`config.mk`:
```
export PLATFORM = sky130hd
export DESIGN_NAME = parser_rule_cfg_arbiter
export DESIGN_NICKNAME = d
export VERILOG_FILES = /design/src/rtl/parser_rule_cfg_arbiter.sv
export SDC_FILE = /design/constraint.sdc
export NUM_CORES = 1
export LEC_CHECK = 0
export CAP_MARGIN = 40
export CORE_AREA = 5 5 141 143
export DETAILED_ROUTE_END_ITERATION = 10
export DIE_AREA = 0 0 146 148
export PLACE_DENSITY = 0.8
export SYNTH_ARGS = -nofsm -noshare
export SYNTH_HDL_FRONTEND = slang
export SYNTH_SLANG_ARGS = --single-unit
```
`constraint.sdc`:
```
create_clock -name i_clk -period 4.55 [get_ports i_clk]
set_clock_uncertainty 0.15 [all_clocks]
set_input_delay 0.91 -clock i_clk [delete_from_list [all_inputs] [get_ports i_clk]]
set_output_delay 0.91 -clock i_clk [all_outputs]
set_load 0.02 [all_outputs]
```
`src/rtl/parser_rule_cfg_arbiter.sv`:
```
// Round-robin arbiter that funnels host/CPU rule-configuration accesses into the
// per-layer rule ports of the parser chain, one request in flight at a time.
module parser_rule_cfg_arbiter #(
  parameter int LAYER_NUM = 4,
  parameter int TIMEOUT   = 15
) (
  input  logic                       i_clk,
  input  logic                       i_rst,
  input  logic [1:0]                 i_req_valid,
  output logic [1:0]                 o_req_ready,
  input  logic [1:0]                 i_req_wr,
  input  logic [1:0][31:0]           i_req_addr,
  input  logic [1:0][31:0]           i_req_wdata,
  output logic [1:0]                 o_resp_valid,
  output logic [31:0]                o_resp_rdata,
  output logic                       o_resp_err,
  output logic [LAYER_NUM-1:0]       o_rule_wren,
  output logic [LAYER_NUM-1:0]       o_rule_rden,
  output logic [31:0]                o_rule_addr,
  output logic [31:0]                o_rule_wdata,
  input  logic [LAYER_NUM-1:0]       i_rule_rdata_valid,
  input  logic [LAYER_NUM-1:0][31:0] i_rule_rdata,
  output logic                       o_busy
);

  typedef enum logic [1:0] {IDLE, ISSUE, WAIT_RD, RESP} state_t;

  state_t                 state_q, state_d;
  logic                   rr_q, rr_d;
  logic                   g_q, g_d;
  logic                   wr_q, wr_d;
  logic [3:0]             layer_q, layer_d;
  logic [7:0]             cnt_q, cnt_d;
  logic [LAYER_NUM-1:0]   wren_q, wren_d, rden_q, rden_d;
  logic [31:0]            addr_q, addr_d, wdata_q, wdata_d, rdata_q, rdata_d;
  logic                   err_q, err_d;
  logic [1:0]             resp_q, resp_d;
  logic                   busy_q;

  logic                   gnt_any, gnt_idx, in_range;
  logic [3:0]             req_layer;
  logic [LAYER_NUM-1:0]   layer_hit;
  logic [15:0]            vld_pad;
  logic [15:0][31:0]      dat_pad;
  logic                   tgt_vld;
  logic [31:0]            tgt_dat;

  // Preferred requester wins if valid; reset blocks any handshake.
  assign gnt_any   = (|i_req_valid) && !i_rst;
  assign gnt_idx   = i_req_valid[rr_q] ? rr_q : ~rr_q;
  assign req_layer = i_req_addr[gnt_idx][31:28];
  assign in_range  = int'({28'b0, req_layer}) < LAYER_NUM;

  // Pad the per-layer read return to 16 entries so any 4-bit layer index is legal.
  genvar gi;
  generate
    for (gi = 0; gi < 16; gi++) begin : g_pad
      if (gi < LAYER_NUM) begin : g_real
        assign vld_pad[gi] = i_rule_rdata_valid[gi];
        assign dat_pad[gi] = i_rule_rdata[gi];
      end else begin : g_zero
        assign vld_pad[gi] = 1'b0;
        assign dat_pad[gi] = 32'b0;
      end
    end
    for (gi = 0; gi < LAYER_NUM; gi++) begin : g_hit
      assign layer_hit[gi] = (req_layer == 4'(gi));
    end
  endgenerate

  assign tgt_vld = vld_pad[layer_q];
  assign tgt_dat = dat_pad[layer_q];

  assign o_req_ready = (state_q == IDLE && gnt_any) ? (gnt_idx ? 2'b10 : 2'b01) : 2'b00;

  always_comb begin
    state_d = state_q;
    rr_d    = rr_q;
    g_d     = g_q;
    wr_d    = wr_q;
    layer_d = layer_q;
    cnt_d   = cnt_q;
    addr_d  = addr_q;
    wdata_d = wdata_q;
    wren_d  = '0;
    rden_d  = '0;
    rdata_d = '0;
    err_d   = 1'b0;
    resp_d  = '0;
    case (state_q)
      IDLE: begin
        if (gnt_any) begin
          g_d     = gnt_idx;
          wr_d    = i_req_wr[gnt_idx];
          layer_d = req_layer;
          addr_d  = {4'b0, i_req_addr[gnt_idx][27:0]};
          wdata_d = i_req_wdata[gnt_idx];
          if (!in_range) begin
            state_d         = RESP;
            err_d           = 1'b1;
            resp_d[gnt_idx] = 1'b1;
          end else begin
            state_d = ISSUE;
            if (i_req_wr[gnt_idx]) wren_d = layer_hit;
            else                   rden_d = layer_hit;
          end
        end
      end
      ISSUE: begin
        // Layers may answer combinationally in the strobe cycle.
        if (wr_q) begin
          state_d     = RESP;
          resp_d[g_q] = 1'b1;
        end else if (tgt_vld) begin
          state_d     = RESP;
          rdata_d     = tgt_dat;
          resp_d[g_q] = 1'b1;
        end else begin
          state_d = WAIT_RD;
          cnt_d   = 8'd0;
        end
      end
      WAIT_RD: begin
        if (tgt_vld) begin
          state_d     = RESP;
          rdata_d     = tgt_dat;
          resp_d[g_q] = 1'b1;
        end else if (cnt_q == 8'(TIMEOUT - 1)) begin
          state_d     = RESP;
          err_d       = 1'b1;
          resp_d[g_q] = 1'b1;
        end else begin
          cnt_d = (cnt_q == 8'hFF) ? cnt_q : cnt_q + 8'd1;
        end
      end
      RESP: begin
        rr_d    = ~g_q;
        state_d = IDLE;
      end
      default: state_d = IDLE;
    endcase
  end

  always_ff @(posedge i_clk) begin
    if (i_rst) begin
      state_q <= IDLE;
      rr_q    <= 1'b0;
      g_q     <= 1'b0;
      wr_q    <= 1'b0;
      layer_q <= 4'd0;
      cnt_q   <= 8'd0;
      addr_q  <= '0;
      wdata_q <= '0;
      wren_q  <= '0;
      rden_q  <= '0;
      rdata_q <= '0;
      err_q   <= 1'b0;
      resp_q  <= '0;
      busy_q  <= 1'b0;
    end else begin
      state_q <= state_d;
      rr_q    <= rr_d;
      g_q     <= g_d;
      wr_q    <= wr_d;
      layer_q <= layer_d;
      cnt_q   <= cnt_d;
      addr_q  <= addr_d;
      wdata_q <= wdata_d;
      wren_q  <= wren_d;
      rden_q  <= rden_d;
      rdata_q <= rdata_d;
      err_q   <= err_d;
      resp_q  <= resp_d;
      busy_q  <= (state_d != IDLE);
    end
  end

  assign o_resp_valid = resp_q;
  assign o_resp_rdata = rdata_q;
  assign o_resp_err   = err_q;
  assign o_rule_wren  = wren_q;
  assign o_rule_rden  = rden_q;
  assign o_rule_addr  = addr_q;
  assign o_rule_wdata = wdata_q;
  assign o_busy       = busy_q;

endmodule

```
After elaboration in Yosys (flattened, before gate mapping):

Cells that the tools add are included.

* add/subtract/negate cells: 1
* $lt $le $gt $ge: 7
* eq/ne operators: 13
* mux-type cells: 47
* bitwise logic cells: 6
* reductions and logical operators: 14

Operators with widths (count)
* $mux W32: 7
* $bmux W32 S4: 1
* $pmux W32 S2: 1
* $mux W8: 5
* $mux W2: 12
* $pmux W8 S2: 1
* $mux W1: 14
* $ne A2 B2 Y1 const B: 5
* $reduce_or A5 Y1: 2
* $add A8 B1 Y8 const B: 1
* $eq A4 B2 Y1 const B: 2
* $eq A8 B4 Y1 const B: 1
* $eq A8 B8 Y1 const B: 1
* $pmux W2 S4: 1
* $lt A1 B2 Y1 const B: 3
* $not A1 Y1: 6
* $pmux W2 S3: 1
* $reduce_and A6 Y1: 1
* $lt A4 B5 Y1 const B: 1
* $bmux W1 S4: 1
* $eq A2 B2 Y1 const B: 2
* $eq A4 B1 Y1 const B: 1
* $logic_and A1 B1 Y1: 4
* $logic_not A4 Y1: 1
* 10 further kinds: 13

* register bits: 121
* output and inout bits: 110
* logic and storage cells: 102

Depth between registers and ports, before layout:

* word-level depth: 10
* mapped depth: 8
* gate-level depth less buffers: 7

Worst setup path after synthesis:

Ideal clock, no wire load.

* path kind: input -> output
* start point: input port i_rst
* end point: output port o_req_ready[1]
* arrival time: 1.763 ns
* data required time: 3.490 ns
* path slack: 1.727 ns
* cell stages on the path: 4
* cell sequence: clkbuf_1 > clkinv_1 > o211ai_1 > nor2_1

* longest elaborated chain between the ends: 4

Ends and longest elaborated chain
* start, declared: RTL line 8 `input logic i_rst,`
* $logic_not A1 Y1: RTL line 49 `assign gnt_any = (|i_req_valid) && !i_rst;`
* $logic_and A1 B1 Y1: RTL line 49
* $logic_and A1 B1 Y1: RTL line 74 `assign o_req_ready = (state_q == IDLE && gnt_any) ? (gnt_idx ? 2'b10 : 2'b01) : 2'b00;`
* $mux W2: RTL line 74
* end, declared: RTL line 10 `output logic [1:0] o_req_ready,`

Every way passes these cells.

Worst setup path after layout:

* start point: input port i_req_valid[1]
* end point: output port o_req_ready[1]

* longest elaborated chain between the ends: 5
* elaborated cells between the ends (all ways): 8

Ends and longest elaborated chain
* start, declared: RTL line 9 `input logic [1:0] i_req_valid,`
* $mux W1 (implied by the code) (2 in a row): RTL line 50 `assign gnt_idx = i_req_valid[rr_q] ? rr_q : ~rr_q;`
* $mux W1: RTL line 50
* $mux W2: RTL line 74
* $mux W2 (*): RTL line 74

Every way passes the cells marked *; elsewhere a longest branch is shown, timed or not. The select of a mux whose other input is x is not followed.

==> out/metrics.yaml <==
p_leak_nw: 3.80
r2r_slack_ns: 1.81
hold_ws_ns: 0.344
slew_headroom: 0.413
area_delta_synth_final_pct: 77.1
ys.flop_type: "dfxtp_1"
grt_max_degree: 82
maxCapViolations: 0
reg2reg_from: "state_q[0]"
post-route-util: 0.556
ctsLongestPathBuffers: 2
cts_buffers: 17
crit_cells: 5
synth_cell_types: 53
portBuffers: 371
drt_iter0_markers: 97
antenna_found_initial: 0
avgViaCountPerCell: 4.79
end_kind: "output pin"
vias: 5480
start_util: 0.314
die_y_microns: 148
antenna_cells: 0
dpl_cell_area_sq_mm: 0.00965
postCtsSetupBuffers: 0
cts_sinks: 121
mostFrequentLayoutCell: "clkdlybuf4s50_1"
syn-instance-count: 543
status: "finished clean"
power_density_mw_per_mm2: 443
routedWlPerCell_microns: 17.9
gp_congestion: 0.837
grt_pass1_wl_microns: 31300
crit_type: "in2out"
first_pass_iters: 4
rsz0062_at_grt: "no"
fp.coreArea_sq_mm: 0.0185
cts_max_level: 4
startpoint: "i_req_valid[1]"
fin_crit_ns: 3.69
root_buffer: "clkbuf_16"
grt_overflow: 0
ys_seq_area_frac: 0.418
startpoint_type: "input pin"
drive_gt1_frac: 0.0912
dieWidth_microns: 146
crit_buf_inv: 3
hold_viol: 0
clk_pin_slew_ns: 0.06
clkLatencyLatePin_ns: 0.41
ant_nets: 0
crit_arrival_ns: 2.63
synth_edf_count: 0
vdd_drop_max_mv: 0.257
slowest_stage: "clkdlybuf4s50_1"
finalSetupViolations: 0
drc: 0
tns_ns: 0
total_power_mw: 4.55
crit_fanout: 12
cts_resized: 0
crit_chain: "clkdlybuf4s50_1, o211ai_1, buf_4, nor2_1, clkdlybuf4s50_1"
timing.rr.end: "o_rule_addr[1]"
grt_pass1_vias: 5696
tightest_slew_ns: 0.880
die_area_sq_mm: 0.0216
postSynthAreaPerCell_sq_um: 10.7
crit_end: "o_req_ready[1]"
synth_seq_cells: 121
crit_required_ns: 3.49
slew_viol_final: 0
synthArstFlopShare: 0
final_cell_area_sq_mm: 0.0103
layout_common_cells: "369 x clkdlybuf4s50_1, 120 x dfxtp_1, 75 x nor2_1"
yosysWarnings: 0
hpwl_microns: 16400
cts_hold_buf: 0
ioPinCount: 376
max_stage_delay_ns: 0.65
wirelength_microns: 20500
holdCritPathClass: "reg2reg"
cts_tree: "built"
critical-path-top-delay-family: "buffers and inverters"
max_freq_ghz: 0.271
grt_use_total: 0.185
hold_start: "o_rule_wdata[30]"
reg2reg_depth: 7
synth_area_sq_mm: 0.00579
min_period_over_period: 0.811
fp-row-count: 50
cp_common_cell: "clkdlybuf4s50_1"
fin_nets: 1171
==> stage by stage <==
step           std cells  worst slack, ns
5_1_grt             1144            0.790
3_3_place_gp        1113            0.855
4_1_cts             1144            0.840
3_5_place_dp        1113            0.845
6_report            1144            0.858
2_1_floorplan        546             1.73
==> metal layers <==
metal	vias up	global-route usage	routed length, microns
li1	2722	-	-
met1	2494	0.189	7450
met2	247	0.346	10800
met3	17	0.0782	1960
met4	0	0.0489	298
met5	-	0	0
==> cell usage after synthesis, types with 2 or more instances <==
cell type	instances	area [sq um]
and3_1	4	25.0
nor3_1	6	30.0
a211oi_1	60	450
a2bb2oi_1	2	17.5
buf_4	10	75.1
a22o_1	3	26.3
mux2i_1	67	671
o22ai_1	5	31.3
a21oi_1	8	40.0
ha_1	7	87.6
nand3_1	6	30.0
nor3b_1	3	22.5
dfxtp_1	121	2420
o31ai_1	2	15.0
mux4_2	32	721
clkbuf_1	20	75.1
nor2b_1	32	200
or3b_1	2	17.5
o21ai_0	7	35.0
mux2i_4	3	67.6
nand2_1	13	48.8
nor2_1	75	282
nor4_1	2	12.5
inv_1	7	26.3
nor4b_1	2	17.5
or4b_1	2	20.0
buf_2	16	80.1
==> sequential cells by signal (all words and copies together), names as in the netlist, 4 cells and up <==
name and flops:
o_resp_rdata 32, o_rule_wdata 32, o_rule_addr 28, cnt_q 8, layer_q 4, o_rule_rden 4
o_rule_wren 4
==> worst min path at each step <==
stage | end | cells past startpoint
floorplan | cnt_q[6] | 2
global placement | o_rule_wdata[2] | 2
detailed placement | cnt_q[6] | 2
CTS | cnt_q[6] | 2
global route | o_rule_addr[18] | 2
finish | o_rule_wdata[30] | 2
==> where the power goes <==
group	leakage, nW	total [mW]	switching [mW]	internal (mW)
Clock	0.293	1.39	0.508	0.879
Sequential	0.990	1.36	0.108	1.25
Combinational	2.52	1.80	0.877	0.927
==> cell type report <==
cell class / instances / area, sq um
clock inverter: 13 / 171
timing repair buffer: 380 / 3790
clock buffer: 18 / 439
fill: 1633 / 8200
tap: 234 / 293
sequential: 121 / 2420
multi-input combinational: 370 / 3110
inverter: 8 / 30.0
==> cells by family after synthesis <==
group | count (synthesis) | share of synthesized area
AOI/OAI and AO/OA | 98 | 0.127
adders and majority gates | 7 | 0.0151
buffers and inverters | 55 | 0.0469
DFF | 121 | 0.418
muxes | 102 | 0.252
other | 1 | 0.000648
and+or+nand+nor | 159 | 0.140
==> tightest hold or removal path: cells and delay by family, from the launching register on <==
kind | cells | cell delay [ns]
flops | 1 | 0.31
simple gates | 1 | 0.09
compound gates | 1 | 0.05
Power figures use the tool's default switching activity.
